### src/rtl/timer_ctrl_pkg.sv
// timer_ctrl_pkg
// Shared types and constants for the programmable one-shot timer.
//   state_e          : controller states
//   DEFAULT_PATTERN  : start sequence, first received bit is the MSB
//   SHIFT_LEN        : number of delay bits captured after the pattern
//   tick_width()     : counter width for a modulus, never below 1 bit

package timer_ctrl_pkg;

    typedef enum logic [1:0] {
        SEARCH = 2'd0,
        SHIFT  = 2'd1,
        COUNT  = 2'd2,
        DONE   = 2'd3
    } state_e;

    localparam logic [3:0] DEFAULT_PATTERN = 4'b1101;
    localparam int         SHIFT_LEN       = 4;

    function automatic int tick_width(input int modulus);
        return (modulus > 1) ? $clog2(modulus) : 1;
    endfunction

endpackage

### src/rtl/timer_ctrl_if.sv
// timer_ctrl_if
// Serial input / status bundle of the timer.
//   data      : serial pattern + delay bits (master -> slave)
//   ack       : acknowledge for done         (master -> slave)
//   shift_ena : delay capture window         (slave -> master)
//   counting  : timer running                (slave -> master)
//   done      : timer expired, awaiting ack  (slave -> master)
//   count     : remaining delay units        (slave -> master)
//   timeout   : one-cycle unacknowledged-done pulse, present only when
//               TIMER_CTRL_ACK_TIMEOUT_EN is defined

interface timer_ctrl_if;
    logic       data;
    logic       ack;
    logic       shift_ena;
    logic       counting;
    logic       done;
    logic [3:0] count;
`ifdef TIMER_CTRL_ACK_TIMEOUT_EN
    logic       timeout;

    modport master (output data, ack, input shift_ena, counting, done, count, timeout);
    modport slave  (input data, ack, output shift_ena, counting, done, count, timeout);
`else
    modport master (output data, ack, input shift_ena, counting, done, count);
    modport slave  (input data, ack, output shift_ena, counting, done, count);
`endif
endinterface

### src/rtl/timer_ctrl_shift_count4.sv
// shift_count4
// 4-bit register that either shifts serial data in MSB-first or counts down.
//   clk         : rising-edge clock
//   reset       : synchronous active-high reset, clears q
//   shift_ena_i : shift data_i into the LSB, older bits move toward the MSB
//   count_ena_i : decrement q, saturating at 0
//   data_i      : serial input bit
//   q_o         : register contents

module shift_count4 (
    input  logic       clk,
    input  logic       reset,
    input  logic       shift_ena_i,
    input  logic       count_ena_i,
    input  logic       data_i,
    output logic [3:0] q_o
);

    logic [3:0] q_q;
    logic [3:0] q_d;

    always_comb begin
        q_d = q_q;
        if (shift_ena_i) begin
            q_d = {q_q[2:0], data_i};
        end else if (count_ena_i && (q_q != 4'd0)) begin
            q_d = q_q - 4'd1;
        end
    end

    always_ff @(posedge clk) begin
        if (reset) begin
            q_q <= 4'd0;
        end else begin
            q_q <= q_d;
        end
    end

    assign q_o = q_q;

endmodule

### src/rtl/timer_ctrl.sv
// timer_ctrl
// Programmable one-shot timer on a single serial input. Searches for a
// start pattern, captures a 4-bit delay MSB-first, runs for
// (delay+1)*TICKS_PER_COUNT cycles, then holds done until acknowledged.
// Optional feature macro: TIMER_CTRL_ACK_TIMEOUT_EN (adds ACK_TIMEOUT
// parameter and the timeout pulse; DONE gives up after ACK_TIMEOUT cycles).
//   clk   : rising-edge clock
//   reset : synchronous active-high reset
//   bus   : timer_ctrl_if.slave (data, ack in; shift_ena, counting, done,
//           count, [timeout] out)
//
// state  | meaning
// SEARCH | sliding 4-bit window over data, waiting for PATTERN
// SHIFT  | 4 cycles, delay bits shifted into count
// COUNT  | ticking; count decrements each TICKS_PER_COUNT cycles
// DONE   | done held until ack (or timeout when enabled)

module timer_ctrl
    import timer_ctrl_pkg::*;
#(
    parameter int         TICKS_PER_COUNT = 1000,
    parameter logic [3:0] PATTERN         = DEFAULT_PATTERN
`ifdef TIMER_CTRL_ACK_TIMEOUT_EN
   ,parameter int         ACK_TIMEOUT     = 64
`endif
) (
    input  logic         clk,
    input  logic         reset,
    timer_ctrl_if.slave  bus
);

    localparam int             TW        = tick_width(TICKS_PER_COUNT);
    localparam logic [TW-1:0]  TICK_LAST = TW'(TICKS_PER_COUNT - 1);
    localparam logic [1:0]     PHASE_LAST = 2'(SHIFT_LEN - 1);

    state_e        state_q, state_d;
    // Only the three most recent bits are stored; the live data bit
    // completes the 4-bit match window.
    logic [2:0]    hist_q, hist_d;
    logic [1:0]    phase_q, phase_d;
    logic [TW-1:0] tick_q, tick_d;
    logic          count_ena;
    logic [3:0]    count;
    logic [3:0]    window;

`ifdef TIMER_CTRL_ACK_TIMEOUT_EN
    localparam int            AW       = tick_width(ACK_TIMEOUT);
    localparam logic [AW-1:0] ACK_LAST = AW'(ACK_TIMEOUT - 1);

    logic [AW-1:0] ack_tmr_q, ack_tmr_d;
    logic          timeout_q, timeout_d;
`endif

    assign window = {hist_q, bus.data};

    always_comb begin
        state_d   = state_q;
        hist_d    = hist_q;
        phase_d   = phase_q;
        tick_d    = tick_q;
        count_ena = 1'b0;
`ifdef TIMER_CTRL_ACK_TIMEOUT_EN
        ack_tmr_d = ack_tmr_q;
        timeout_d = 1'b0;
`endif
        case (state_q)
            SEARCH: begin
                hist_d = window[2:0];
                if (window == PATTERN) begin
                    state_d = SHIFT;
                    phase_d = 2'd0;
                end
            end
            SHIFT: begin
                phase_d = phase_q + 2'd1;
                if (phase_q == PHASE_LAST) begin
                    state_d = COUNT;
                    tick_d  = '0;
                end
            end
            COUNT: begin
                if (tick_q == TICK_LAST) begin
                    tick_d = '0;
                    if (count != 4'd0) begin
                        count_ena = 1'b1;
                    end else begin
                        state_d = DONE;
`ifdef TIMER_CTRL_ACK_TIMEOUT_EN
                        ack_tmr_d = '0;
`endif
                    end
                end else begin
                    tick_d = tick_q + TW'(1);
                end
            end
            DONE: begin
                // The history is wiped on exit so stale pattern bits captured
                // before the run can never combine with new ones.
                if (bus.ack) begin
                    state_d = SEARCH;
                    hist_d  = '0;
`ifdef TIMER_CTRL_ACK_TIMEOUT_EN
                end else if (ack_tmr_q == ACK_LAST) begin
                    state_d   = SEARCH;
                    hist_d    = '0;
                    timeout_d = 1'b1;
                end else begin
                    ack_tmr_d = ack_tmr_q + AW'(1);
`endif
                end
            end
            default: begin
                state_d = SEARCH;
            end
        endcase
    end

    always_ff @(posedge clk) begin
        if (reset) begin
            state_q   <= SEARCH;
            hist_q    <= '0;
            phase_q   <= '0;
            tick_q    <= '0;
`ifdef TIMER_CTRL_ACK_TIMEOUT_EN
            ack_tmr_q <= '0;
            timeout_q <= 1'b0;
`endif
        end else begin
            state_q   <= state_d;
            hist_q    <= hist_d;
            phase_q   <= phase_d;
            tick_q    <= tick_d;
`ifdef TIMER_CTRL_ACK_TIMEOUT_EN
            ack_tmr_q <= ack_tmr_d;
            timeout_q <= timeout_d;
`endif
        end
    end

    shift_count4 u_shift_count4 (
        .clk         (clk),
        .reset       (reset),
        .shift_ena_i (state_q == SHIFT),
        .count_ena_i (count_ena),
        .data_i      (bus.data),
        .q_o         (count)
    );

    assign bus.shift_ena = (state_q == SHIFT);
    assign bus.counting  = (state_q == COUNT);
    assign bus.done      = (state_q == DONE);
    assign bus.count     = count;
`ifdef TIMER_CTRL_ACK_TIMEOUT_EN
    assign bus.timeout   = timeout_q;
`endif

endmodule
### src/flat_wrapper.sv
// flat-port wrapper written by rule: the top's interface ports become plain ports
module timer_ctrl_flat import timer_ctrl_pkg::*;
#(
    parameter int         TICKS_PER_COUNT = 1000,
    parameter logic [3:0] PATTERN         = DEFAULT_PATTERN

)
  (clk, reset, bus_data, bus_ack, bus_shift_ena, bus_counting, bus_done, bus_count);
  timer_ctrl_if bus_i ();
  input  logic clk;
  input  logic reset;
  input wire logic [$bits(bus_i.data)-1:0] bus_data;
  input wire logic [$bits(bus_i.ack)-1:0] bus_ack;
  output wire logic [$bits(bus_i.shift_ena)-1:0] bus_shift_ena;
  output wire logic [$bits(bus_i.counting)-1:0] bus_counting;
  output wire logic [$bits(bus_i.done)-1:0] bus_done;
  output wire logic [$bits(bus_i.count)-1:0] bus_count;
  assign bus_i.data = bus_data;
  assign bus_i.ack = bus_ack;
  assign bus_shift_ena = bus_i.shift_ena;
  assign bus_counting = bus_i.counting;
  assign bus_done = bus_i.done;
  assign bus_count = bus_i.count;
  timer_ctrl #(.TICKS_PER_COUNT(TICKS_PER_COUNT), .PATTERN(PATTERN)) u_core (.clk(clk), .reset(reset), .bus(bus_i));
endmodule
### config.mk
export PLATFORM = sky130hd
export DESIGN_NAME = timer_ctrl_flat
export DESIGN_NICKNAME = d
export VERILOG_FILES = /design/src/rtl/timer_ctrl_pkg.sv /design/src/rtl/timer_ctrl_if.sv /design/src/rtl/timer_ctrl_shift_count4.sv /design/src/rtl/timer_ctrl.sv /design/src/flat_wrapper.sv
export SDC_FILE = /design/constraint.sdc
export NUM_CORES = 1
export LEC_CHECK = 0
export BUFFER_PORTS_ARGS = -buffer_cell sky130_fd_sc_hd__buf_2
export CAP_MARGIN = 20
export CORE_MARGIN = 2
export CORE_UTILIZATION = 50
export CTS_CLUSTER_DIAMETER = 30
export DETAILED_ROUTE_END_ITERATION = 6
export PLACE_DENSITY = 0.71
export SYNTH_ARGS = -nofsm -noshare
export SYNTH_HDL_FRONTEND = slang
export SYNTH_SLANG_ARGS = --single-unit
### constraint.sdc
create_clock -name clk -period 2.8 [get_ports clk]
set_input_delay 0.14 -clock clk [delete_from_list [all_inputs] [get_ports clk]]
set_output_delay 0.14 -clock clk [all_outputs]
set_load 0.01 [all_outputs]
# After elaboration in Yosys (flattened, before gate mapping)
# Index checks and enable logic that the tools add are counted.
dict set report word_totals {
  input_bits 4
  output_inout_bits 7
  reg_bits 21
}
dict set report classes {
  add_sub_neg 3
  muxes 18
  reduce_logical 11
  n_eq_ne 11
}
# cell count
set ops {}
lappend ops {{2-to-1 mux 10 bit} 2}
lappend ops {{one-hot mux 10 bit (2 select lines)} 1}
lappend ops {{2-to-1 mux 2 bit} 6}
lappend ops {{adder 10 x 1 -> 10 bit (second input constant)} 1}
lappend ops {{== test 10 bit (second input constant)} 1}
lappend ops {{2-to-1 mux 4 bit} 2}
lappend ops {{one-hot mux 2 bit (4 select lines)} 1}
lappend ops {{nonzero test 2 bit} 4}
lappend ops {{== test 2 bit (second input constant)} 3}
lappend ops {{!= test 2 x 1 -> 1 bit (second input constant)} 3}
lappend ops {{one-hot mux 3 bit (2 select lines)} 1}
lappend ops {{AND reduction 2 bit} 3}
lappend ops {{AND reduction 5 bit} 1}
lappend ops {{== test 4 bit (second input constant)} 1}
lappend ops {{!= test 2 bit (second input constant)} 2}
lappend ops {{one-hot mux 2 bit (2 select lines)} 1}
lappend ops {{nonzero test 4 bit} 1}
lappend ops {{subtractor 4 x 1 -> 4 bit (second input constant)} 1}
lappend ops {{2-to-1 mux 1 bit} 3}
lappend ops {{2-to-1 mux 3 bit} 1}
lappend ops {{adder 2 x 1 -> 2 bit (second input constant)} 1}
lappend ops {{== test 2 x 1 -> 1 bit (second input constant)} 1}
lappend ops {{logical NOT 2 bit} 1}
lappend ops {{logical AND 1 bit} 1}

# Logic depth before layout (Yosys ltp)
# Gate-level depths: netlist of run 1.
dict set report depth {
  ltp_word 7
  depth_mapped 7
  ltp_nobuf 6
}

# Hierarchy
# From an unflattened synthesis of run 1, not the netlist that was laid out.
dict set report hier_totals {
  hier_cells 132
  area_unflattened_um2 1182.4
}
# module n_inst seq_area_each_um2 cells_per_inst area_per_inst_um2
set modules_own_cells {}
lappend modules_own_cells {timer_ctrl 1 340.3 101 923.4}
lappend modules_own_cells {shift_count4 1 80.1 31 259.0}

# Worst setup path after synthesis of run 1
# OpenSTA, ideal clock, no wires.
dict set report synth_path {
  kind {register -> register}
  from {register u_core.state_q[1]}
  to {register u_core.tick_q[9]}
  required_ns 2.736
  synth_period_minus_slack_ns 1.683
  path_buffers 2
  arrival_time_ns 1.619
  stages_incl_launch_ff 8
  setup_ns 0.064
  setup_slack_ns 1.117
  cell_sequence {dfxtp_1 > inv_1 > ha_1 > mux2_2 > buf_4 > a21o_1 > buf_2 > nor2_1}
}
dict set report synth_between {
  elab_chain_len 3
}
# item line
set synth_lines {}
lappend synth_lines {{from (decl)} timer_ctrl.sv:36} ;# state_e state_q, state_d;
lappend synth_lines {{from (signal assigned)} timer_ctrl.sv:129} ;# state_q <= state_d;
lappend synth_lines {{== test 2 x 1 -> 1 bit *} n/a}
lappend synth_lines {{via bus_shift_ena} flat_wrapper.sv:14} ;# output wire logic [$bits(bus_i.shift_ena)-1:0] bus_shift_ena;
lappend synth_lines {{!= test 2 x 1 -> 1 bit (no source line) or nonzero test 2 bit (tied branches)} n/a}
lappend synth_lines {{AND reduction 2 bit (no source line)} n/a}
lappend synth_lines {{to (signal assigned)} timer_ctrl.sv:132} ;# tick_q <= tick_d;
lappend synth_lines {{to (decl)} timer_ctrl.sv:41} ;# logic [TW-1:0] tick_q, tick_d;
# The timed path passes the listed nets; every way through them passes the cells marked *.
# A chain may end at the register's enable or synchronous reset.

# Worst setup path after layout of run 1
dict set report layout_path {
  from {register u_core.state_q[1]}
  to {register u_core.state_q[1]}
}
dict set report layout_between {
  elab_chain_len 3
}
# item line
set layout_lines {}
lappend layout_lines {{== test 2 bit, or another cell as far along} timer_ctrl.sv:66} ;# case (state_q)
lappend layout_lines {{!= test 2 x 1 -> 1 bit (no source line) or != test 2 bit (tied branches)} n/a}
lappend layout_lines {{AND reduction 5 bit (no source line)} n/a}
# Parallel ways exist; a longest one is shown, timed or not.

==> results of run 1 <==
area by class of cell:
type                            instances  area, sq um  share of cell area, %
Sequential cell                        21          420                   33.4
Tap cell                               28         35.0                   2.78
Clock buffer                            4         26.3                   2.09
Inverter                                7         26.3                   2.09
Timing Repair Buffer                   10         50.0                   3.97
Multi-Input combinational cell         93          702                   55.7
metal layers:
layer,vias to the layer above,track usage (%)
li1,478,-
met1,441,24.1
met2,15,28.9
met3,5,3.43
met4,0,10.3
met5,-,0
path summary, 6_finish.rpt:
path,depth (start not counted),slack [ns],end,start
min reg2reg,2,0.51,u_core.phase_q[1],u_core.phase_q[1]
max reg2reg,6,0.96,u_core.state_q[1],u_core.state_q[1]
max,6,0.96,u_core.state_q[1],u_core.state_q[1]
min,3,0.12,u_core.hist_q[0],bus_data
sequential cells by signal, summed over array words and instances (netlist names):
signal,cells
u_core.state_q,2
u_core.phase_q,2
u_core.u_shift_count4.q_o,4
u_core.hist_q,3
u_core.tick_q,10
cells in the mapped netlist, drive strengths merged, types with 3 or more instances:
| cell | number |
|---|---|
| xnor2 | 4 |
| nand3b | 3 |
| xor2 | 6 |
| inv | 6 |
| nor4b | 3 |
| a21oi | 3 |
| and3 | 3 |
| nor2 | 19 |
| a22oi | 3 |
| nor3 | 3 |
| nand2 | 5 |
| nand4 | 8 |
| dfxtp | 21 |
| ha | 7 |
through the flow:
stage	util, %	area, sq um	setup WS (ns)	total power, W	hold slack (ns)
2_1_floorplan	-	1160	1.12	0.000384	0.283
3_3_place_gp	55.8	1230	1.01	0.000403	0.431
3_5_place_dp	55.8	1230	0.967	0.000406	0.438
4_1_cts	57.0	1260	0.972	0.000553	0.111
5_1_grt	57.0	1260	0.790	0.000577	0.169
6_report	57.0	1260	0.958	0.000549	0.123
logic make-up (layout without fill, tap and decap cells):
kind of cell,count (synthesis),count (layout),synth area share [%]
simple gates,50,50,26.1
compound gates,22,22,15.5
xor+xnor,10,10,7.52
mux,4,4,3.65
fa+ha+maj,7,7,7.52
buf+inv,10,21,3.65
flops,21,21,36.1
worst max-delay path, delay by kind of cell (launching register included):
kind | cells | cell delay [ns]
flip-flops | 1 | 0.35
AO/OA/AOI/OAI | 3 | 0.68
adder cells (fa/ha/maj) | 1 | 0.34
buffers and inverters | 2 | 0.41
where the power goes:
| group | switching [W] | total (W) | leakage (nW) | internal (W) |
|---|---|---|---|---|
| Combinational | 0.0000472 | 0.0000824 | 0.319 | 0.0000352 |
| Sequential | 0.00000975 | 0.000318 | 0.170 | 0.000308 |
| Clock | 0.0000929 | 0.000149 | 0.0150 | 0.0000558 |
==> results.py, run 1 <==
metrics = {
    "cts": {
        "hold_buffers": 0,
        "cts.htree.levels": 1,
        "cts.sinks": 21,
        "clk_pin_slew_ns": 0.11,
        "clockBufferDepth": 2,
        "tritoncts": "yes",
        "cts_buffers": 3,
        "post-cts-setup-buffers": 0,
        "clk_latency_ns": 0.31,
        "cts-root-buf": "clkbuf_4",
        "cts-resized-gates": 0,
    },
    "global_route": {
        "antenna_found_initial": 0,
        "grt_pass1_wl_um": 3710,
        "grtUsageTotal_pct": 18.6,
        "grt_pass1_vias": 833,
        "grt_max_degree": 15,
        "gr-total-overflow": 0,
    },
    "floorplan": {
        "dieArea_sq_um": 2730,
        "rows": 17,
        "start_util_pct": 52.7,
        "design.core.area_sq_um": 2210,
        "die_h_um": 52.3,
        "die_width_um": 52.3,
        "io_pins": 11,
    },
    "setup_path": {
        "end_kind": "flop",
        "cp.arrival_ns": 2.08,
        "worst-endpoint-required_ns": 3.04,
        "crit_fanout": 9,
        "cp-start-kind": "flop",
        "cpPeakStageDelay_ns": 0.35,
        "critPathKind": "flop to flop",
        "crit_chain": "inv_1, ha_1, clkinv_1, a2bb2oi_1, a31o_2, a21oi_1",
        "crit_slowest_cell": "dfxtp_1",
    },
    "drt": {
        "vias": 939,
        "drc": 0,
        "drtPass1Iterations": 4,
        "routed_wl_um": 2210,
        "top_layer": "met4",
        "viasPerCell": 5.76,
        "ant_nets": 0,
        "dr.first_iter.drc_count": 21,
        "routedWlPerCell_um": 13.5,
        "route.met3.wl_um": 58,
        "met2_length_um": 1010,
        "met1_length_um": 1080,
    },
    "cells_and_area": {
        "final_cell_mix": "21 x dfxtp_1, 19 x nor2_1, 10 x buf_2",
        "fillers": 209,
        "fin_cells": 163,
        "diodes": 0,
        "layout_commonest_cell": "dfxtp_1",
        "drive_above_1_share_pct": 17.0,
        "layout.nets": 147,
        "area_growth_pct": 8.16,
    },
    "synth": {
        "synth.avg_cell_area_sq_um": 9.39,
        "seq_area_frac_synth_pct": 36.1,
        "netlist_area_sq_um": 1160,
        "synth-edff-count": 0,
        "postSynth.asyncResetShare_pct": 0,
        "synth_top_area_share_pct": 36.1,
        "ys_seq_elements": 21,
        "synth_ff_type": "dfxtp_1",
        "synth_cells": 124,
        "netlist.top_cell.by_area": "dfxtp_1",
        "ys_warn_count": 0,
        "synthesis.nets": 135,
        "synth_cell_type_count": 46,
        "synth_area_leaders": "dfxtp_1 36%, ha_1 7.5%, nor2_1 6.1%",
    },
    "sta": {
        "timing.final.crit_share_pct": 65.8,
        "fin_skew_ns": 0.00762,
        "finalSetupTns_ns": 0,
        "slew_headroom_pct": 73.1,
        "worst_pin_slew_ns": 0.397,
        "finalMaxSlewViolations": 0,
        "period_minus_slack_ns": 1.84,
        "setup_violations": 0,
        "fmax_mhz": 543,
        "final_hold_viol_count": 0,
        "rsz0062_at_grt": "false",
    },
    "worst_hold_path": {
        "hp-class": "primary input to flop",
    },
    "placement": {
        "io_buffers": 10,
        "dp.cells": 159,
        "dpl.hpwl_um": 1620,
        "gp_congestion": 0.792,
    },
    "pwr": {
        "pwr_density_cell_nw_per_um2": 436,
        "leakage_nw": 0.504,
        "peakVddDrop_mv": 0.289,
    },
    "flow_run": {
        "maxCapViolCount": 0,
    },
    "status": {
        "status": "finished clean",
    },
}
Note: power is estimated with default switching activity, not from simulation.
==> run 2, diff against run 1 <==
- ABC_AREA: default -> 1
- PLACE_DENSITY: 0.71 -> 0.73
- clock period: 2.8 -> 1.61 ns (I/O delays scaled with it)
==> run 2 against run 1 <==
Net effect: power rose to 3.0 times the previous value; setup slack worse by 0.82 ns; highest routed layer unchanged; via count up 17%; critical endpoint unchanged; first-iteration DRC count down 33%; die area up 7.9%; combinational power rose to 9.0 times the previous value; worst hold slack worse by 0.096 ns; cell area up 10%; flip-flop and latch count unchanged.
==> results.py, run 2 <==
metrics = {
    "status": {
        "status": "finished clean",
    },
    "placement": {
        "io_buffers": 10,
        "dp.cells": 217,
        "gp_congestion": 0.781,
        "post_dp_cell_area_sq_um": 1350,
        "dpl.hpwl_um": 1790,
    },
    "cts": {
        "cts.sinks": 21,
        "cts.htree.levels": 1,
        "tritoncts": "yes",
        "clockBufferDepth": 2,
        "cts-root-buf": "clkbuf_4",
        "clk_pin_slew_ns": 0.12,
        "clk_latency_ns": 0.31,
        "cts_buffers": 3,
    },
    "synth": {
        "yosysMostFrequentCell": "nand2_1",
        "synth_top_area_share_pct": 33.2,
        "synth-edff-count": 0,
        "synth_ff_type": "dfxtp_1",
        "synth_cell_type_count": 26,
        "synthesis.nets": 189,
        "synth_area_leaders": "dfxtp_1 33%, nand2_1 13%, ha_1 6.9%",
        "yosys-top-cells-count": "43 x nand2_1, 21 x dfxtp_1, 20 x inv_1, 20 x nor2_1, 11 x a21oi_1",
        "seq_area_frac_synth_pct": 33.2,
        "netlist_area_sq_um": 1260,
        "synth_cells": 178,
        "postSynth.asyncResetShare_pct": 0,
        "ys_seq_elements": 21,
        "synth.avg_cell_area_sq_um": 7.11,
        "ys_warn_count": 0,
        "netlist.top_cell.by_area": "dfxtp_1",
    },
    "cells_and_area": {
        "post-route-util_pct": 57.0,
        "area_growth_pct": 9.69,
        "fillers": 219,
        "top_register": "u_core.tick_q",
        "layout_commonest_cell": "nand2_1",
        "fin_area_sq_um": 1390,
        "drive_above_1_share_pct": 22.0,
        "regArea_sq_um": 422,
        "largest_reg_flops": 10,
        "layout.nets": 203,
        "fin_cells": 221,
        "multi_input_area_sq_um": 754,
        "final_cell_mix": "43 x nand2_1, 20 x inv_1, 20 x dfxtp_1",
        "diodes": 0,
    },
    "global_route": {
        "antenna_found_initial": 0,
        "grt_pass1_wl_um": 3810,
        "gr-total-overflow": 0,
        "grt_max_degree": 12,
        "grtUsageTotal_pct": 17.8,
        "grt_pass1_vias": 910,
    },
    "worst_hold_path": {
        "min-delay-start": "reset",
        "hp-class": "primary input to flop",
        "whs_endpoint": "u_core.hist_q[2]",
        "holdPathStages": 2,
    },
    "sta": {
        "finalMaxSlewViolations": 0,
        "fin_skew_ns": 0.0145,
        "timing.final.crit_share_pct": 91.5,
        "setup_violations": 0,
        "finalHoldWorstSlack_ns": 0.0271,
        "slew_headroom_pct": 76.7,
        "fmax_mhz": 679,
        "period_minus_slack_ns": 1.47,
        "final_hold_viol_count": 0,
        "worst_pin_slew_ns": 0.346,
    },
    "flow_run": {
        "maxCapViolCount": 0,
    },
    "drt": {
        "drc": 0,
        "vias": 1098,
        "dr.first_iter.drc_count": 14,
        "routedWlPerCell_um": 10.3,
        "routed_wl_um": 2270,
        "drtPass1Iterations": 4,
        "viasPerCell": 4.97,
        "ant_nets": 0,
    },
    "floorplan": {
        "design.core.area_sq_um": 2430,
        "io_pins": 11,
        "start_util_pct": 52.0,
        "rows": 18,
        "dieArea_sq_um": 2950,
        "die_h_um": 54.3,
        "die_width_um": 54.3,
    },
    "setup_path": {
        "crit_chain": "inv_1, ha_1, buf_4, nand2_1, nand2_1, inv_1, nand2_1, nor2_4, nand3_1, nand2_1, nor2_1",
        "path_buf_inv": 3,
        "reg2regPathDepth": 11,
        "worst-endpoint-required_ns": 1.83,
        "crit_fanout": 10,
        "cpPeakStageDelay_ns": 0.39,
        "crit_slowest_cell": "dfxtp_2",
        "crit_path_frequent_cell": "nand2_1",
        "critPathTopFamily": "simple AND/OR/NAND/NOR gates",
        "r2r_start": "u_core.state_q[1]",
        "r2r_setup_slack_ns": 0.14,
        "end_kind": "flop",
        "timing.rr.end": "u_core.state_q[1]",
        "cp.arrival_ns": 1.69,
        "cp-start-kind": "flop",
        "critPathKind": "flop to flop",
    },
    "pwr": {
        "peakVddDrop_mv": 0.750,
        "pwr_density_cell_nw_per_um2": 1190,
        "leakage_nw": 0.591,
    },
}
## run 2: timing repair
item / CTS / global route
hold buffers: 0 / 0
buffers inserted: 0 / 0
hold endpoints to repair: 0 / 0
gates resized for setup: 0 / 5
setup endpoints to repair: 0 / 10
## run 2: routing by layer
layer | vias up | share of wire [%] | GRT usage, %
li1 | 590 | - | -
met1 | 494 | 50 | 23.3
met2 | 12 | 47 | 29.7
met3 | 2 | 2.2 | 2.46
met4 | 0 | 0.70 | 6.25
met5 | - | 0 | 0
## run 2: metrics by stage
stage	setup WS [ns]	setup TNS, ns	power (W)
2_1_floorplan	0.144	0	0.00123
3_3_place_gp	0.0857	0	0.00135
3_5_place_dp	0.0540	0	0.00138
4_1_cts	0.0228	0	0.00164
5_1_grt	-0.00159	-0.00159	0.00179
6_report	0.136	0	0.00165
## run 2: logic make-up after synthesis
group                    synth area share, %
AND/OR/NAND/NOR                         39.4
XOR/XNOR                                2.77
AO/OA/AOI/OAI                           9.40
buffers and inverters                   8.31
flip-flops                              33.2
adder cells (fa/ha/maj)                 6.92
## run 2: where the power goes
group	switching, W	internal, W
Combinational	0.000465	0.000277
Clock	0.000160	0.0000966
Sequential	0.0000594	0.000596
Total	0.000684	0.000970
## run 2: worst max path at each step
stage / from / endpoint / slack (ns) / depth (start not counted)
finish: u_core.state_q[1] / u_core.state_q[1] / 0.14 / 11
global route: u_core.state_q[0] / u_core.state_q[1] / -0.002 / 7
CTS: u_core.state_q[1] / u_core.tick_q[7] / 0.02 / 10
detailed placement: u_core.state_q[1] / u_core.state_q[1] / 0.05 / 11
global placement: u_core.state_q[1] / u_core.tick_q[7] / 0.09 / 10
floorplan: u_core.state_q[1] / u_core.tick_q[6] / 0.14 / 9
## run 2: area by class of cell
type	count	area share, %
tap	30	2.71
sequential	21	30.4
multi-input combinational	132	54.4
timing repair buffer	12	4.69
inverter	22	5.95
clock buffer	4	1.89
## run 2: worst register-to-register path, cell delays in order, from the launching register on
cell,delay (ns)
dfxtp_2,0.39
inv_1,0.07
ha_1,0.22
buf_4,0.18
nand2_1,0.07
nand2_1,0.06
inv_1,0.05
nand2_1,0.08
nor2_4,0.11
nand3_1,0.07
nand2_1,0.06
nor2_1,0.04
==> run 3, diff against run 2 <==
- CTS_CLUSTER_DIAMETER: 30 -> default
- PLACE_DENSITY: 0.73 -> 0.71
- clock period: 1.61 -> 1.4 ns (I/O delays scaled with it)
==> run 3 against run 2 <==
Net effect: fmax is 7.3% higher; flip-flop and latch count stayed put; register-to-register slack worse by 0.11 ns; final cell count is 7.2% higher; count of clock-buffer cells in the layout is 1 lower; sequential power is 19% higher; core utilization is 9.7 points higher.
==> results.py, run 3 (synthesized netlist as in run 2, its figures left out) <==
metrics = {
    "global_route": {
        "grt_max_degree": 13,
        "antenna_found_initial": 0,
        "gr-total-overflow": 0,
        "grt_pass1_wl_um": 4300,
        "grt_pass1_vias": 1080,
        "grtUsageTotal_pct": 20.1,
    },
    "setup_path": {
        "crit_path_frequent_cell": "nor2_2",
        "crit_chain": "inv_2, ha_2, inv_1, nor2_2, nor2_2, a21oi_1, nor2_1",
        "critPathKind": "flop to flop",
        "cpPeakStageDelay_ns": 0.39,
        "cp.arrival_ns": 1.60,
        "path_buf_inv": 2,
        "r2r_start": "u_core.state_q[0]",
        "timing.rr.end": "u_core.state_q[1]",
        "cp-start-kind": "flop",
        "crit_fanout": 6,
        "r2r_setup_slack_ns": 0.03,
        "critPathTopFamily": "flip-flops",
        "worst-endpoint-required_ns": 1.63,
        "crit_slowest_cell": "dfxtp_4",
        "reg2regPathDepth": 7,
        "end_kind": "flop",
    },
    "worst_hold_path": {
        "holdPathStages": 3,
        "whs_endpoint": "u_core.hist_q[0]",
        "min-delay-start": "bus_data",
        "hp-class": "primary input to flop",
    },
    "placement": {
        "dpl.hpwl_um": 1830,
        "place_ws_ns": -0.0594,
        "gp_congestion": 0.830,
        "dp.cells": 223,
        "io_buffers": 10,
    },
    "sta": {
        "setup_violations": 0,
        "slew_headroom_pct": 77.7,
        "timing.final.crit_share_pct": 98.1,
        "final_hold_viol_count": 0,
        "finalHoldWorstSlack_ns": 0.0330,
        "worst_pin_slew_ns": 0.332,
        "fin_skew_ns": 0.00317,
        "period_minus_slack_ns": 1.37,
        "rsz0062_at_grt": "true",
        "fin_ws_ns": 0.0270,
        "fmax_mhz": 728,
        "finalMaxSlewViolations": 0,
    },
    "cells_and_area": {
        "fin_cells": 237,
        "regArea_sq_um": 432,
        "diodes": 0,
        "largest_reg_flops": 10,
        "area_growth_pct": 28.3,
        "drive_above_1_share_pct": 40.1,
        "multi_input_area_sq_um": 846,
        "top_register": "u_core.tick_q",
        "final_cell_mix": "39 x nand2_1, 17 x nor2_1, 14 x inv_1, 14 x dfxtp_1, 13 x buf_4",
        "fillers": 207,
        "layout.nets": 219,
        "post-route-util_pct": 66.7,
        "layout_commonest_cell": "nand2_1",
    },
    "cts": {
        "cts.sinks": 21,
        "cts.htree.levels": 1,
        "cts-root-buf": "clkbuf_4",
        "clk_pin_slew_ns": 0.13,
        "tritoncts": "yes",
        "clockBufferDepth": 2,
        "clk_latency_ns": 0.32,
        "cts_buffers": 3,
    },
    "drt": {
        "routedWlPerCell_um": 12.0,
        "viasPerCell": 5.09,
        "drtPass1Iterations": 4,
        "vias": 1207,
        "ant_nets": 0,
        "dr.first_iter.drc_count": 26,
        "routed_wl_um": 2850,
        "drc": 0,
    },
    "pwr": {
        "p_total_w": 0.00227,
        "seqPwrFrac_pct": 34.2,
        "switching_share_pct": 42.2,
        "p_comb_share_pct": 51.7,
        "clockPowerShare_pct": 14.1,
        "peakVddDrop_mv": 0.945,
        "intPower_w": 0.00131,
        "p_sw_w": 0.000960,
        "leakage_nw": 0.694,
        "pwr_density_cell_nw_per_um2": 1400,
    },
    "floorplan": {
        "dieArea_sq_um": 2950,
        "start_util_pct": 52.0,
        "design.core.area_sq_um": 2430,
        "rows": 18,
        "io_pins": 11,
        "die_h_um": 54.3,
        "die_width_um": 54.3,
    },
    "flow_run": {
        "maxCapViolCount": 0,
    },
    "status": {
        "status": "finished clean",
    },
}
## run 3: repair_timing
| action | in CTS | in global routing |
|---|---|---|
| pin swaps | 1 | 11 |
| setup buffers | 3 | 5 |
| cloned | 0 | 1 |
| endpoints found under the hold margin | 1 | 0 |
| hold buffers | 1 | 0 |
| gates resized for setup | 11 | 28 |
| setup endpoints to repair | 9 | 21 |
## run 3: routing by layer
metal  vias up  wire length, um  GRT usage (%)
li1        624                -              -
met4         0               66           8.75
met3         7               77           2.46
met1       549             1350           24.3
met5         -                0              0
met2        27             1350           35.3
## run 3: through the flow
step | setup TNS, ns | area (sq um)
floorplan | 0 | 1270
global placement | -0.0185 | 1400
detailed placement | -0.128 | 1400
CTS | -0.000150 | 1490
global route | -0.118 | 1620
finish | 0 | 1620
## run 3: how the worst max path moves through the flow
stage,slack (ns),from,to,depth (start not counted)
floorplan,0.003,u_core.state_q[1],u_core.tick_q[6],9
global placement,-0.02,u_core.state_q[1],u_core.tick_q[7],10
detailed placement,-0.06,u_core.state_q[1],u_core.tick_q[7],10
CTS,-0.0001,u_core.state_q[0],u_core.state_q[0],9
global route,-0.03,u_core.state_q[0],u_core.state_q[1],7
finish,0.03,u_core.state_q[0],u_core.state_q[1],7
## run 3: power groups by stage
stage               registers [W]  logic, W  clock network [W]
CTS                      0.000756  0.000989           0.000324
detailed placement       0.000765  0.000872                  0
floorplan                0.000770  0.000650                  0
global route             0.000788   0.00129           0.000340
global placement         0.000758  0.000857                  0
finish                   0.000777   0.00118           0.000320
## run 3: area by class of cell
| class | instances | share of cell area (%) |
|---|---|---|
| inverters | 22 | 5.09 |
| clock inverters | 1 | 0.308 |
| well taps | 30 | 2.31 |
| multi-input cells | 133 | 52.1 |
| repair buffers | 27 | 12.2 |
| flip-flops and latches | 21 | 26.6 |
| clock buffers | 3 | 1.39 |
## run 3: tightest hold or removal path, stage by stage
cell     delay [ns]
buf_2          0.12
nand3_1        0.07
a21oi_1        0.06
